--- src/rtl/uart_pkg.sv ---
// Shared types and constants for the UART Tx buffer slice.
`default_nettype none

package uart_pkg;

  typedef enum logic [1:0] {
    ST_IDLE      = 2'd0,
    ST_LAUNCH    = 2'd1,
    ST_WAIT_BUSY = 2'd2,
    ST_WAIT_DONE = 2'd3
  } launch_state_e;

  localparam logic PARITY_EVEN = 1'b0;
  localparam logic PARITY_ODD  = 1'b1;

endpackage

`default_nettype wire

--- src/rtl/uart_sync_fifo.sv ---
// Synchronous FIFO with occupancy count, synchronous flush and sticky overflow flag.
`default_nettype none

module uart_sync_fifo #(
  parameter int DATA_WIDTH = 8,
  parameter int FIFO_DEPTH = 16
) (
  input  logic                          clk,
  input  logic                          rst_n,
  input  logic                          wr_en,
  input  logic [DATA_WIDTH-1:0]         wr_data,
  input  logic                          rd_en,
  input  logic                          flush,
  input  logic                          clr_overflow,
  output logic [DATA_WIDTH-1:0]         rd_data,
  output logic                          full,
  output logic                          empty,
  output logic [$clog2(FIFO_DEPTH):0]   count,
  output logic                          overflow
);

  localparam int             AW      = $clog2(FIFO_DEPTH);
  localparam logic [AW:0]    DEPTH_C = (AW+1)'(FIFO_DEPTH);
  localparam logic [AW-1:0]  PTR_ONE = AW'(1);
  localparam logic [AW:0]    CNT_ONE = (AW+1)'(1);

  logic [DATA_WIDTH-1:0] mem_q [FIFO_DEPTH];
  logic [AW-1:0]         wr_ptr_q, wr_ptr_d;
  logic [AW-1:0]         rd_ptr_q, rd_ptr_d;
  logic [AW:0]           count_q, count_d;
  logic                  overflow_q, overflow_d;
  logic                  push, pop, drop;

  assign full    = (count_q == DEPTH_C);
  assign empty   = (count_q == '0);
  assign count   = count_q;
  assign overflow = overflow_q;
  assign rd_data = mem_q[rd_ptr_q];

  // A pop frees a slot in the same cycle, so a write against a full FIFO is still accepted.
  assign pop  = rd_en && !empty && !flush;
  assign push = wr_en && !flush && (!full || pop);
  assign drop = wr_en && !flush && full && !pop;

  always_comb begin
    wr_ptr_d   = wr_ptr_q;
    rd_ptr_d   = rd_ptr_q;
    count_d    = count_q;
    overflow_d = overflow_q;
    if (flush) begin
      wr_ptr_d = '0;
      rd_ptr_d = '0;
      count_d  = '0;
    end else begin
      if (push) wr_ptr_d = wr_ptr_q + PTR_ONE;
      if (pop)  rd_ptr_d = rd_ptr_q + PTR_ONE;
      case ({push, pop})
        2'b10:   count_d = count_q + CNT_ONE;
        2'b01:   count_d = count_q - CNT_ONE;
        default: count_d = count_q;
      endcase
    end
    if (drop)              overflow_d = 1'b1;
    else if (clr_overflow) overflow_d = 1'b0;
  end

  always_ff @(posedge clk or negedge rst_n) begin
    if (!rst_n) begin
      wr_ptr_q   <= '0;
      rd_ptr_q   <= '0;
      count_q    <= '0;
      overflow_q <= 1'b0;
    end else begin
      wr_ptr_q   <= wr_ptr_d;
      rd_ptr_q   <= rd_ptr_d;
      count_q    <= count_d;
      overflow_q <= overflow_d;
    end
  end

  always_ff @(posedge clk) begin
    if (push) mem_q[wr_ptr_q] <= wr_data;
  end

endmodule

`default_nettype wire

--- src/rtl/uart_tx_buffer.sv ---
// Byte FIFO feeding the UART Tx control unit: launches one frame at a time and
// holds the launched byte and its parity stable until the frame completes.
`default_nettype none

module uart_tx_buffer
  import uart_pkg::*;
#(
  parameter int DATA_WIDTH = 8,
  parameter int FIFO_DEPTH = 16
) (
  input  logic                          UCLK,
  input  logic                          reset,
  input  logic                          wr_en,
  input  logic [DATA_WIDTH-1:0]         wr_data,
  input  logic                          flush,
  input  logic                          clr_overflow,
  input  logic                          tx_enable,
  input  logic                          parity_type,
  input  logic                          busy,
  output logic                          data_valid,
  output logic [DATA_WIDTH-1:0]         tx_data,
  output logic                          parity_bit,
  output logic                          fifo_full,
  output logic                          fifo_empty,
  output logic [$clog2(FIFO_DEPTH):0]   fifo_count,
  output logic                          overflow
);

  launch_state_e         state_q, state_d;
  logic [DATA_WIDTH-1:0] tx_data_q, tx_data_d;
  logic [DATA_WIDTH-1:0] fifo_rd_data;
  logic                  launch;

  uart_sync_fifo #(
    .DATA_WIDTH (DATA_WIDTH),
    .FIFO_DEPTH (FIFO_DEPTH)
  ) u_fifo (
    .clk          (UCLK),
    .rst_n        (reset),
    .wr_en        (wr_en),
    .wr_data      (wr_data),
    .rd_en        (launch),
    .flush        (flush),
    .clr_overflow (clr_overflow),
    .rd_data      (fifo_rd_data),
    .full         (fifo_full),
    .empty        (fifo_empty),
    .count        (fifo_count),
    .overflow     (overflow)
  );

  // The pop happens on the IDLE->LAUNCH edge, so data_valid and the new byte appear together.
  always_comb begin
    state_d    = state_q;
    launch     = 1'b0;
    data_valid = 1'b0;
    case (state_q)
      ST_IDLE: begin
        if (!fifo_empty && tx_enable && !busy && !flush) begin
          launch  = 1'b1;
          state_d = ST_LAUNCH;
        end
      end
      ST_LAUNCH: begin
        data_valid = 1'b1;
        state_d    = ST_WAIT_BUSY;
      end
      ST_WAIT_BUSY: begin
        if (busy) state_d = ST_WAIT_DONE;
      end
      ST_WAIT_DONE: begin
        if (!busy) state_d = ST_IDLE;
      end
      default: state_d = ST_IDLE;
    endcase
  end

  assign tx_data_d = launch ? fifo_rd_data : tx_data_q;

  always_ff @(posedge UCLK or negedge reset) begin
    if (!reset) begin
      state_q   <= ST_IDLE;
      tx_data_q <= '0;
    end else begin
      state_q   <= state_d;
      tx_data_q <= tx_data_d;
    end
  end

  assign tx_data = tx_data_q;

  always_comb begin
    case (parity_type)
      PARITY_EVEN: parity_bit = ^tx_data_q;
      PARITY_ODD:  parity_bit = ~^tx_data_q;
      default:     parity_bit = ^tx_data_q;
    endcase
  end

endmodule

`default_nettype wire

--- config.mk ---
export PLATFORM = sky130hd
export DESIGN_NAME = uart_tx_buffer
export DESIGN_NICKNAME = d
export VERILOG_FILES = /design/src/rtl/uart_pkg.sv /design/src/rtl/uart_sync_fifo.sv /design/src/rtl/uart_tx_buffer.sv
export SDC_FILE = /design/constraint.sdc
export NUM_CORES = 1
export LEC_CHECK = 0
export ABC_AREA = 0
export BUFFER_PORTS_ARGS = -buffer_cell sky130_fd_sc_hd__buf_2
export CAP_MARGIN = 20
export CORE_MARGIN = 4
export CORE_UTILIZATION = 40
export DETAILED_ROUTE_END_ITERATION = 12
export GPL_ROUTABILITY_DRIVEN = 0
export GPL_TIMING_DRIVEN = 0
export PLACE_DENSITY = 0.62
export SLEW_MARGIN = 20
export SYNTH_ARGS = -nofsm -noshare
export SYNTH_HDL_FRONTEND = slang
export SYNTH_SLANG_ARGS = --single-unit
--- constraint.sdc ---
create_clock -name UCLK -period 7.8 [get_ports UCLK]
set_input_delay 1.17 -clock UCLK [delete_from_list [all_inputs] [get_ports UCLK]]
set_output_delay 1.17 -clock UCLK [all_outputs]
set_load 0.05 [all_outputs]
* Word level (Yosys, flattened, before mapping) *
Memories as Yosys holds them, arrays and structs flattened. A register that Yosys moved wholly into a read port is not among the register bits.
Cells that the tools add are included.

storage, ports and cells
  register bits after elaboration = 16
  RAM bits = 128
  input bits = 16
  memories = 1

memory list
  name          words  bits a word  read ports  clocked after Yosys merged registers in  wr ports  line                  source
  u_fifo.mem_q  16     8            1           1                                        1         uart_sync_fifo.sv:27  logic [DATA_WIDTH-1:0] mem_q [FIFO_DEPTH];

operators by class
  $add $sub $neg = 4
  equality and inequality tests = 9
  mux-type cells = 18
  bitwise gates (word level) = 1
  reduce and logical (&&, ||, !) cells = 25

operators with widths
  cell                                              count
  2-to-1 mux 4 bit                                  4
  case mux 5 bit (2 select lines)                   1
  logical AND 1 bit                                 9
  adder 4 x 1 -> 4 bit, second input constant       2
  case mux 2 bit (4 select lines)                   1
  XNOR reduction 8 bit                              1
  XOR reduction 8 bit                               1
  2-to-1 mux 1 bit                                  7
  == test 2 bit, second input constant              3
  zero test 1 bit                                   6
  2-to-1 mux 2 bit                                  3
  inequality test 2 bit, second input constant      3
  nonzero test 2 bit                                3
  adder 5 x 1 -> 5 bit, second input constant       1
  == test 5 bit, second input constant              1
  zero test 5 bit                                   1
  2-to-1 mux 5 bit                                  1
  subtractor 5 x 1 -> 5 bit, second input constant  1
  == test 2 x 1 -> 1 bit, second input constant     2
  AND reduction 3 bit                               1
  nonzero test 3 bit                                1
  zero test 2 bit                                   1
  case mux 1 bit (2 select lines)                   1
  logical OR 1 bit                                  1
  inverter 1 bit                                    1

* Longest topological paths before layout *
Gate-level depths: netlist of the first run.

  depth in word-level cells = 14
  gate-level depth with buffers = 12
  depth with buffers taken out = 12

* Modules after synthesis *
Synthesis of the first run repeated with hierarchy kept, for this count alone.

second synthesis, totals
  cell total of the unflattened synthesis = 392
  area total of the unflattened synthesis = 6,543.8 um^2

by module, submodules not included
  module          times used  cells an instance  area each (um^2)
  uart_sync_fifo  1           351                5,955.7
  uart_tx_buffer  1           41                 588.1

* Worst setup path after synthesis of the first run *
No wires, ideal clock.

  path kind = input to output
  start point = input parity_type
  end point = output parity_bit
  arrival = 2.422 ns
  required time = 6.630 ns
  setup slack = 4.208 ns
  cell stages on the path = 4
  buffers on the path = 0
  path through = xnor2_1 -> xnor2_1 -> xnor2_1 -> xnor2_1

between the ends
  word-level cells in the longest chain between the ends = 2

ends and longest elaborated chain
  item                               line                  source
  start, declared                    uart_tx_buffer.sv:18  input logic parity_type,
  inverter 1 bit                     uart_tx_buffer.sv:93  case (parity_type)
  case mux 1 bit (2 select lines) *  uart_tx_buffer.sv:93
  end, declared                      uart_tx_buffer.sv:22  output logic parity_bit,

Every way passes the cells marked *; elsewhere a longest branch is shown, timed or not.

* Worst setup path after layout of the first run *
Same ends and word-level chain as after synthesis.

==> results.py, run 1 <==
metrics = {
    "outcome": {
        "status": "finished, final reports clean",
    },
    "floorplanning": {
        "dieArea_um2": 18000,
        "core_area_um2": 15400,
        "fp.dieH_um": 134,
        "row_count": 45,
        "die_w_um": 134,
        "start_util_pct": 41.4,
        "ios": 34,
    },
    "yosys": {
        "synth.area.top_cells": "edfxtp_1, mux4_2, dfrtp_1",
        "syn_area_um2": 6360,
        "synthCells": 355,
        "ys_seq_area_share_pct": 69.9,
        "avgSynthCellArea_um2": 17.9,
        "synthDistinctLibCells": 48,
        "ys_ff_latch": 152,
        "synth_top_area_cell": "edfxtp_1",
        "synth_warnings": 0,
        "syn_nets": 385,
        "synth-edff-count": 128,
        "yosys.area.top_type_share_pct": 60.5,
        "synthArstFlopShare_pct": 15.8,
        "ys.flop_type": "edfxtp_1",
    },
    "sta": {
        "setup_viol": 0,
        "rsz0062_at_grt": "false",
        "tightest_slew_ns": 0.889,
        "fin_worst_skew_ns": 0.00687,
        "final_hold_viol_count": 0,
        "drv_slew": 0,
        "post-route-period-util_pct": 42.5,
        "fin_crit_ns": 3.31,
        "slew-limit-headroom_pct": 40.5,
        "setup_tns_ns": 0,
        "fmax_mhz": 302,
    },
    "drt": {
        "postRouteAntennaNets": 0,
        "via_per_inst": 5.20,
        "routed_wl_um": 12500,
        "drc": 0,
        "dr.pass1.iters": 4,
        "routed-via-count": 3299,
        "dr.first_iter.drc_count": 311,
        "drt-wirelength-per-cell_um": 19.7,
    },
    "hold_path": {
        "worst_hold_path_type": "reg2reg",
        "hold_depth": 2,
        "hold_end": "u_fifo.overflow$_DFFE_PN0P_",
        "worstHoldStart": "u_fifo.overflow$_DFFE_PN0P_",
    },
    "setup_path": {
        "timing.rr.start": "state_q[0]$_DFFE_PN0P_",
        "cp-start-kind": "input port",
        "arrival_ns": 2.14,
        "r2r_end": "u_fifo.count[4]$_DFFE_PN0P_",
        "regToRegSetupSlack_ns": 4.81,
        "critPathMaxFanout": 1,
        "r2r_cells": 11,
        "crit_required_ns": 6.63,
        "cp-end-kind": "output pin",
        "crit_type": "in2out",
    },
    "clocking": {
        "post_cts_resized": 0,
        "clk_pin_slew_ns": 0.06,
        "clock_latency_ns": 0.42,
        "post-cts-setup-buffers": 0,
        "cts_buffers": 17,
        "htreeDepth": 4,
        "cts.sinks": 152,
        "cts_tree": "done",
        "clock-root-buffer": "clkbuf_16",
        "holdBufCountCts": 0,
        "clockBufferDepth": 2,
    },
    "grt": {
        "grt_pass1_vias": 3412,
        "use_met1_pct": 21.6,
        "grt_util_met2_pct": 22.2,
        "grt_overflow": 0,
        "busiest_layer": "met2",
        "grt_max_degree": 25,
        "grt_use_total_pct": 15.0,
        "grt_pass1_wl_um": 19900,
        "antenna_found_initial": 0,
        "gr-usage-met3_pct": 3.86,
    },
    "finish": {
        "final_area_um2": 7370,
        "final_core_util_pct": 48.0,
        "area_growth_pct": 16.0,
        "fillers": 1313,
        "nets": 441,
        "n_antenna_cell": 0,
        "drive_gt1_share_pct": 29.7,
    },
    "placed_design": {
        "place_hpwl_um": 8400,
        "io_buffers": 33,
        "place_area_um2": 6840,
    },
    "power_and_ir_drop": {
        "peakVddDrop_mv": 0.414,
        "p_leak_nw": 2.54,
        "p_per_area_nw_per_um2": 288,
    },
    "job": {
        "drv_cap": 0,
    },
}
worst max-delay path, stage by stage:
cell and delay, ns:
buf_2 0.10, xnor2_1 0.17, xnor2_1 0.15, xnor2_1 0.15
xnor2_1 0.13, buf_2 0.27
metrics by stage:
| step | worst slack [ns] | hold slack [ns] | power, mW | cells |
|---|---|---|---|---|
| after floorplan | 4.21 | 0.528 | 1.29 | 355 |
| after global placement | 3.86 | 0.518 | 1.39 | 599 |
| after detailed placement | 4.18 | 0.528 | 1.40 | 603 |
| after CTS | 4.47 | 0.540 | 2.14 | 635 |
| after global routing | 4.40 | 0.576 | 2.21 | 635 |
| final | 4.49 | 0.540 | 2.12 | 635 |
area by class of cell:
class / count / area [um^2] / share of cell area [%]
Multi-Input combinational cell: 174 / 1810 / 24.5
Tap cell: 211 / 264 / 3.58
Clock buffer: 19 / 433 / 5.87
Sequential cell: 152 / 4440 / 60.3
Clock inverter: 13 / 105 / 1.43
Inverter: 14 / 52.6 / 0.713
Timing Repair Buffer: 37 / 195 / 2.65
Buffer: 15 / 73.8 / 1.00
how the worst max path moves through the flow:
stage                start                            to  depth (start not counted)  slack [ns]
2_1_floorplan  parity_type                    parity_bit                          4        4.21
3_3_place_gp         flush  u_fifo.mem_q[8][0]$_DFFE_PP_                          5        3.86
3_5_place_dp         flush   u_fifo.count[4]$_DFFE_PN0P_                         10        4.18
4_1_cts        parity_type                    parity_bit                          6        4.47
5_1_grt              flush   u_fifo.count[4]$_DFFE_PN0P_                         10        4.40
6_report       parity_type                    parity_bit                          6        4.49
cells in the final DEF (no fill, tap or decap), types with 3 or more instances in the layout:
master / count
inv_1: 13
nor3_2: 4
clkbuf_16: 17
buf_4: 8
clkinv_1: 4
nor2_1: 18
edfxtp_1: 128
ha_1: 13
nand2b_1: 5
xnor2_1: 10
o22ai_1: 16
mux2i_1: 3
mux4_2: 32
xor2_1: 5
buf_2: 35
nand2_1: 6
dfrtp_1: 24
o21ai_0: 4
and2_1: 8
a21oi_1: 10
mux2_2: 9
clkbuf_1: 10
Yosys cell counts, drive strengths merged (5+ instances only):
| library cell | count |
|---|---|
| nor2 | 19 |
| o21ai | 5 |
| dfrtp | 24 |
| nand2b | 5 |
| o22ai | 16 |
| clkbuf | 8 |
| and2 | 8 |
| buf | 7 |
| edfxtp | 128 |
| nor3 | 6 |
| xnor2 | 10 |
| mux2 | 10 |
| nand2 | 7 |
| inv | 14 |
| xor2 | 5 |
| ha | 13 |
| mux4 | 32 |
| a21oi | 11 |
logic make-up (layout without fill, tap and decap cells):
logic type	Yosys count	count (layout)	share of synthesized area, %
buffers and inverters	29	98	1.99
AND/OR/NAND/NOR	59	59	5.20
flip-flops	152	152	69.9
multiplexers	45	45	13.6
XOR/XNOR	15	15	2.07
adder cells (fa/ha/maj)	14	14	2.87
AO/OA/AOI/OAI	41	41	4.33
where the power goes:
part	leakage [nW]	internal [mW]	switching [mW]
registers	1.47	0.917	0.0370
clock network	0.258	0.435	0.315
logic	0.815	0.137	0.284
metal layers:
metal	vias up	part of all wire, %
met5	-	0
met4	0	1.5
met3	15	5.5
met2	77	46
met1	1701	47
li1	1506	-
registers in the layout (all words and copies together), names as in the netlist:
signal / count
u_fifo.mem_q: 128
tx_data: 8
u_fifo.count: 5
u_fifo.rd_ptr_q: 4
u_fifo.wr_ptr_q: 4
state_q: 2
u_fifo.overflow: 1
No activity file was read; power rests on OpenSTA's default activity.
==> run 2, diff against run 1 <==
--- a/config.mk
+++ b/config.mk
@@ -5,7 +5,7 @@
 export SDC_FILE = /design/constraint.sdc
 export NUM_CORES = 1
 export LEC_CHECK = 0
-export ABC_AREA = 0
+export ABC_AREA = 1
 export BUFFER_PORTS_ARGS = -buffer_cell sky130_fd_sc_hd__buf_2
 export CAP_MARGIN = 20
 export CORE_MARGIN = 4
@@ -13,7 +13,7 @@
 export DETAILED_ROUTE_END_ITERATION = 12
 export GPL_ROUTABILITY_DRIVEN = 0
 export GPL_TIMING_DRIVEN = 0
-export PLACE_DENSITY = 0.62
+export PLACE_DENSITY = 0.64
 export SLEW_MARGIN = 20
 export SYNTH_ARGS = -nofsm -noshare
 export SYNTH_HDL_FRONTEND = slang
==> constraint.sdc (replaced) <==
create_clock -name UCLK -period 2.74 [get_ports UCLK]
set_input_delay 0.411 -clock UCLK [delete_from_list [all_inputs] [get_ports UCLK]]
set_output_delay 0.411 -clock UCLK [all_outputs]
set_load 0.05 [all_outputs]
==> results.py, run 2 <==
metrics = {
    "outcome": {
        "status": "finished, final reports clean",
    },
    "setup_path": {
        "crit_type": "reg2reg",
        "critPathMaxFanout": 8,
        "crit_required_ns": 2.79,
        "arrival_ns": 2.43,
        "critPathBufInv": 2,
        "cp-start-kind": "flop",
        "cpPeakStageDelay_ns": 0.64,
        "cp_top_family": "simple AND/OR/NAND/NOR gates",
        "cp-end-kind": "flop",
        "critPathSlowestCell": "nor2_1",
        "path_common_cell": "nand2_1",
        "path_cells": "inv_1, ha_1, nand3_2, nand2_1, nand2_1, inv_2, nand2_1, nor2_1",
    },
    "sta": {
        "slew-limit-headroom_pct": 45.1,
        "rsz0062_at_grt": "false",
        "fin_worst_skew_ns": 0.0124,
        "final_hold_viol_count": 0,
        "drv_slew": 0,
        "tightest_slew_ns": 0.821,
        "post-route-period-util_pct": 86.6,
        "fmax_mhz": 421,
        "fin_crit_ns": 2.37,
        "setup_viol": 0,
        "setup_tns_ns": 0,
    },
    "floorplanning": {
        "core_area_um2": 16500,
        "row_count": 47,
        "ios": 34,
        "start_util_pct": 40.6,
        "fp.dieH_um": 138,
        "dieArea_um2": 18900,
        "die_w_um": 138,
    },
    "hold_path": {
        "worst_hold_path_type": "in2reg",
    },
    "yosys": {
        "ys.flop_type": "edfxtp_1",
        "synthArstFlopShare_pct": 15.8,
        "avgSynthCellArea_um2": 10.8,
        "ys_seq_area_share_pct": 66.2,
        "syn_area_um2": 6720,
        "synth-edff-count": 128,
        "yosys.area.top_type_share_pct": 57.2,
        "synth.area.top_cells": "edfxtp_1, dfrtp_1, nand2_1",
        "synth_top_area_cell": "edfxtp_1",
        "synthDistinctLibCells": 31,
        "yosysMostFrequentCell": "nand2_1",
        "ys_ff_latch": 152,
        "syn_nets": 652,
        "synth_warnings": 0,
        "ys_top_cells_by_count": "nand2_1, edfxtp_1, nor2_1, nand3_1, o21ai_1",
        "synthCells": 622,
    },
    "finish": {
        "nets": 705,
        "n_antenna_cell": 0,
        "final_cell_mix": "nand2_1, edfxtp_1, nor2_1, nand3_1, buf_2",
        "drive_gt1_share_pct": 14.2,
        "largest_register_ffs": 128,
        "final_common_cell": "nand2_1",
        "area_growth_pct": 15.4,
        "stdcell_count": 908,
        "regMostFlops": "u_fifo.mem_q",
    },
    "clocking": {
        "clk_pin_slew_ns": 0.06,
        "clock_latency_ns": 0.43,
        "post-cts-setup-buffers": 0,
        "htreeDepth": 4,
        "clockBufferDepth": 2,
        "cts.sinks": 152,
        "clock-root-buffer": "clkbuf_16",
        "cts_tree": "done",
        "cts_buffers": 17,
    },
    "grt": {
        "grt_max_degree": 25,
        "grt_pass1_vias": 4608,
        "grt_use_total_pct": 18.5,
        "grt_pass1_wl_um": 25200,
        "antenna_found_initial": 0,
        "grt_overflow": 0,
    },
    "drt": {
        "drc": 0,
        "dr.first_iter.drc_count": 417,
        "routed-via-count": 4723,
        "drt-wirelength-per-cell_um": 18.2,
        "routed_wl_um": 16500,
        "dr.pass1.iters": 5,
        "postRouteAntennaNets": 0,
        "via_per_inst": 5.20,
    },
    "power_and_ir_drop": {
        "p_leak_nw": 3.07,
        "peakVddDrop_mv": 0.514,
        "p_per_area_nw_per_um2": 796,
        "total_power_mw": 6.17,
    },
    "job": {
        "drv_cap": 0,
    },
    "placed_design": {
        "io_buffers": 33,
        "place_inst": 875,
        "place_hpwl_um": 11400,
    },
}
-- run 2: cell count changes in the layout (fill, tap and decap cells not counted), moves of 8 or more --
cell | previous run | this run
mux4_2 | 32 | 0
mux2_2 | 9 | 0
nand2_1 | 6 | 137
nand3_1 | 1 | 64
o22ai_1 | 16 | 1
nor2_1 | 18 | 118
and2_1 | 8 | 0
buf_6 | 0 | 9
o21ai_0 | 4 | 23
o21ai_1 | 1 | 33
-- run 2: logic make-up (layout without fill, tap and decap cells) --
group,count (synthesis),after routing,synth area share (%)
multiplexers,1,1,0.149
flip-flops,152,152,66.2
AND/OR/NAND/NOR,331,331,20.6
XOR/XNOR,11,11,1.43
AO/OA/AOI/OAI,62,62,4.64
adder cells (fa/ha/maj),14,14,2.72
buffers and inverters,51,117,4.32
-- run 2: through the flow --
| stage | setup WS [ns] | area [um^2] | util, % | hold WS [ns] |
|---|---|---|---|---|
| floorplan | 0.344 | 6720 | - | 0.115 |
| global placement | 0.342 | 7160 | 43.3 | 0.423 |
| detailed placement | 0.280 | 7160 | 43.3 | 0.432 |
| CTS | 0.326 | 7750 | 46.9 | 0.158 |
| global route | 0.181 | 7750 | 46.9 | 0.165 |
| finish | 0.367 | 7750 | 46.9 | 0.176 |
-- run 2: layout make-up --
cell class | instances | area [um^2]
fillers | 1509 | 8770
flip-flops and latches | 152 | 4440
multi-input cells | 419 | 1980
clock buffers | 18 | 429
well taps | 220 | 275
plain buffers | 28 | 204
repair buffers | 34 | 175
clock inverters | 14 | 156
inverters | 23 | 86.3
-- run 2: routing by layer --
metal  up-vias  GRT usage (%)  wire length (um)
met4         0           8.31               403
li1       2224              -                 -
met1      2313           23.8              6600
met2       161           30.0              8350
met5         -              0                 0
met3        25           3.83              1150
-- run 2: where the power goes --
part           switching [mW]  leakage, nW  internal, mW
registers              0.0903         1.47          2.61
logic                   0.846         1.32         0.318
clock network           0.883        0.279          1.42
-- run 2: worst paths after layout --
| kind | slack, ns | endpoint | start | depth (start not counted) |
|---|---|---|---|---|
| worst max-delay path | 0.37 | u_fifo.mem_q[6][2]$_DFFE_PP_ | state_q[1]$_DFFE_PN0P_ | 8 |
| worst min-delay path | 0.18 | u_fifo.overflow$_DFFE_PN0P_ | clr_overflow | 2 |
| worst max register to register | 0.37 | u_fifo.mem_q[6][2]$_DFFE_PP_ | state_q[1]$_DFFE_PN0P_ | 8 |
| worst min register to register | 0.53 | u_fifo.overflow$_DFFE_PN0P_ | u_fifo.overflow$_DFFE_PN0P_ | 2 |
| max in group asynchronous | 1.85 | tx_data[3]$_DFFE_PN0N_ | reset | 2 |
| min in group asynchronous | 0.53 | u_fifo.count[2]$_DFFE_PN0P_ | reset | 2 |
-- run 2: repair_timing --
action,in CTS,in global routing
hold endpoints to repair,24,0
hold buffers,1,0
gates resized for setup,0,0
==> run 3, diff against run 2 <==
--- a/config.mk
+++ b/config.mk
@@ -13,7 +13,7 @@
 export DETAILED_ROUTE_END_ITERATION = 12
 export GPL_ROUTABILITY_DRIVEN = 0
 export GPL_TIMING_DRIVEN = 0
-export PLACE_DENSITY = 0.64
+export PLACE_DENSITY = 0.57
 export SLEW_MARGIN = 20
 export SYNTH_ARGS = -nofsm -noshare
 export SYNTH_HDL_FRONTEND = slang
==> results.py, run 3 (same netlist as run 2, synthesis figures left out) <==
metrics = {
    "outcome": {
        "status": "finished, final reports clean",
    },
    "clocking": {
        "clock-root-buffer": "clkbuf_16",
        "cts.sinks": 152,
        "post_cts_resized": 0,
        "htreeDepth": 4,
        "cts_tree": "done",
        "clk_pin_slew_ns": 0.06,
        "post-cts-setup-buffers": 0,
        "clockBufferDepth": 2,
        "clock_latency_ns": 0.44,
        "cts_buffers": 17,
    },
    "setup_path": {
        "crit_required_ns": 2.80,
        "timing.rr.start": "state_q[1]$_DFFE_PN0P_",
        "cp-start-kind": "flop",
        "arrival_ns": 2.54,
        "critPathMaxFanout": 8,
        "crit_type": "reg2reg",
        "cp-end-kind": "flop",
        "worstSetupStartpoint": "state_q[1]$_DFFE_PN0P_",
    },
    "sta": {
        "fin_worst_skew_ns": 0.00701,
        "final.setup.worst_slack_ns": 0.262,
        "setup_tns_ns": 0,
        "tightest_slew_ns": 0.829,
        "final_hold_viol_count": 0,
        "fmax_mhz": 404,
        "slew-limit-headroom_pct": 44.5,
        "fin_crit_ns": 2.48,
        "drv_slew": 0,
        "post-route-period-util_pct": 90.4,
        "setup_viol": 0,
        "rsz0062_at_grt": "false",
    },
    "grt": {
        "grt_pass1_wl_um": 24800,
        "grt_max_degree": 25,
        "grt_pass1_vias": 4280,
        "grt_overflow": 0,
        "grt_use_total_pct": 18.2,
        "antenna_found_initial": 0,
    },
    "finish": {
        "final_cell_mix": "nand2_1, edfxtp_1, nor2_1, nand3_1, buf_2",
        "nets": 705,
        "final_area_um2": 7710,
        "final_common_cell": "nand2_1",
        "fillers": 1539,
        "n_antenna_cell": 0,
        "area_growth_pct": 14.8,
        "largest_register_ffs": 128,
        "drive_gt1_share_pct": 14.7,
        "regMostFlops": "u_fifo.mem_q",
        "final_core_util_pct": 46.6,
    },
    "placed_design": {
        "place_area_um2": 7160,
        "place_hpwl_um": 11500,
        "io_buffers": 33,
        "pre_cts_slack_ns": 0.203,
    },
    "floorplanning": {
        "row_count": 47,
        "fp.dieH_um": 138,
        "die_w_um": 138,
        "ios": 34,
        "start_util_pct": 40.6,
        "dieArea_um2": 18900,
        "core_area_um2": 16500,
    },
    "drt": {
        "via_per_inst": 5.05,
        "postRouteAntennaNets": 0,
        "routed-via-count": 4584,
        "dr.first_iter.drc_count": 448,
        "drc": 0,
        "dr.pass1.iters": 7,
        "routed_wl_um": 16500,
        "drt-wirelength-per-cell_um": 18.2,
    },
    "hold_path": {
        "worst_hold_path_type": "in2reg",
        "worstHoldStart": "clr_overflow",
    },
    "power_and_ir_drop": {
        "p_per_area_nw_per_um2": 780,
        "peakVddDrop_mv": 0.493,
        "p_leak_nw": 3.06,
    },
    "job": {
        "drv_cap": 0,
    },
}
==> run 3: cell type report <==
| cell class | count | area [um^2] | area share [%] |
|---|---|---|---|
| flip-flops and latches | 152 | 4440 | 57.7 |
| multi-input cells | 419 | 1980 | 25.7 |
| clock buffers | 17 | 425 | 5.52 |
| repair buffers | 34 | 175 | 2.27 |
| well taps | 220 | 275 | 3.57 |
| clock inverters | 15 | 115 | 1.49 |
| plain buffers | 28 | 204 | 2.65 |
| inverters | 23 | 86.3 | 1.12 |
==> run 3: worst max-delay path: stages, from the launching register on <==
cell	delay, ns
dfrtp_1	0.41
inv_1	0.13
ha_1	0.22
nand3_2	0.14
nand2_1	0.11
nand2_1	0.08
inv_2	0.12
nand2_1	0.21
nor2_1	0.69
==> run 3: what timing repair did <==
| item | in CTS | in global routing |
|---|---|---|
| endpoints found under the hold margin | 24 | 0 |
| setup endpoints to repair | 0 | 0 |
| hold buffers | 1 | 0 |
==> run 3: final timing paths <==
| kind | end | slack [ns] | depth (start not counted) |
|---|---|---|---|
| max in group asynchronous | u_fifo.rd_ptr_q[3]$_DFFE_PN0P_ | 1.89 | 2 |
| worst min register to register | tx_data[4]$_DFFE_PN0N_ | 0.53 | 2 |
| min in group asynchronous | tx_data[7]$_DFFE_PN0N_ | 0.49 | 2 |
| worst max-delay path | u_fifo.mem_q[13][0]$_DFFE_PP_ | 0.26 | 8 |
| worst max register to register | u_fifo.mem_q[13][0]$_DFFE_PP_ | 0.26 | 8 |
| worst min-delay path | u_fifo.overflow$_DFFE_PN0P_ | 0.19 | 2 |
==> run 3: through the flow <==
step | power [mW] | instances | hold slack (ns)
6_report | 6.01 | 908 | 0.191
5_1_grt | 6.24 | 908 | 0.188
4_1_cts | 6.04 | 908 | 0.183
3_5_place_dp | 3.91 | 875 | 0.433
3_3_place_gp | 3.88 | 875 | 0.429
2_1_floorplan | 3.61 | 622 | 0.115
==> run 3: where the power goes <==
part           leakage, nW  switching (mW)  total [mW]  internal (mW)
combinational         1.32           0.836        1.15          0.319
sequential            1.47          0.0854        2.70           2.61
clock                0.265           0.983        2.16           1.17
==> run 3: metal layers <==
layer	vias up	global-route usage, %	share of wire [%]
met3	31	5.04	5.3
met4	0	7.76	3.2
met1	2189	25.5	46
met2	141	26.7	46
li1	2223	-	-
met5	-	0	0
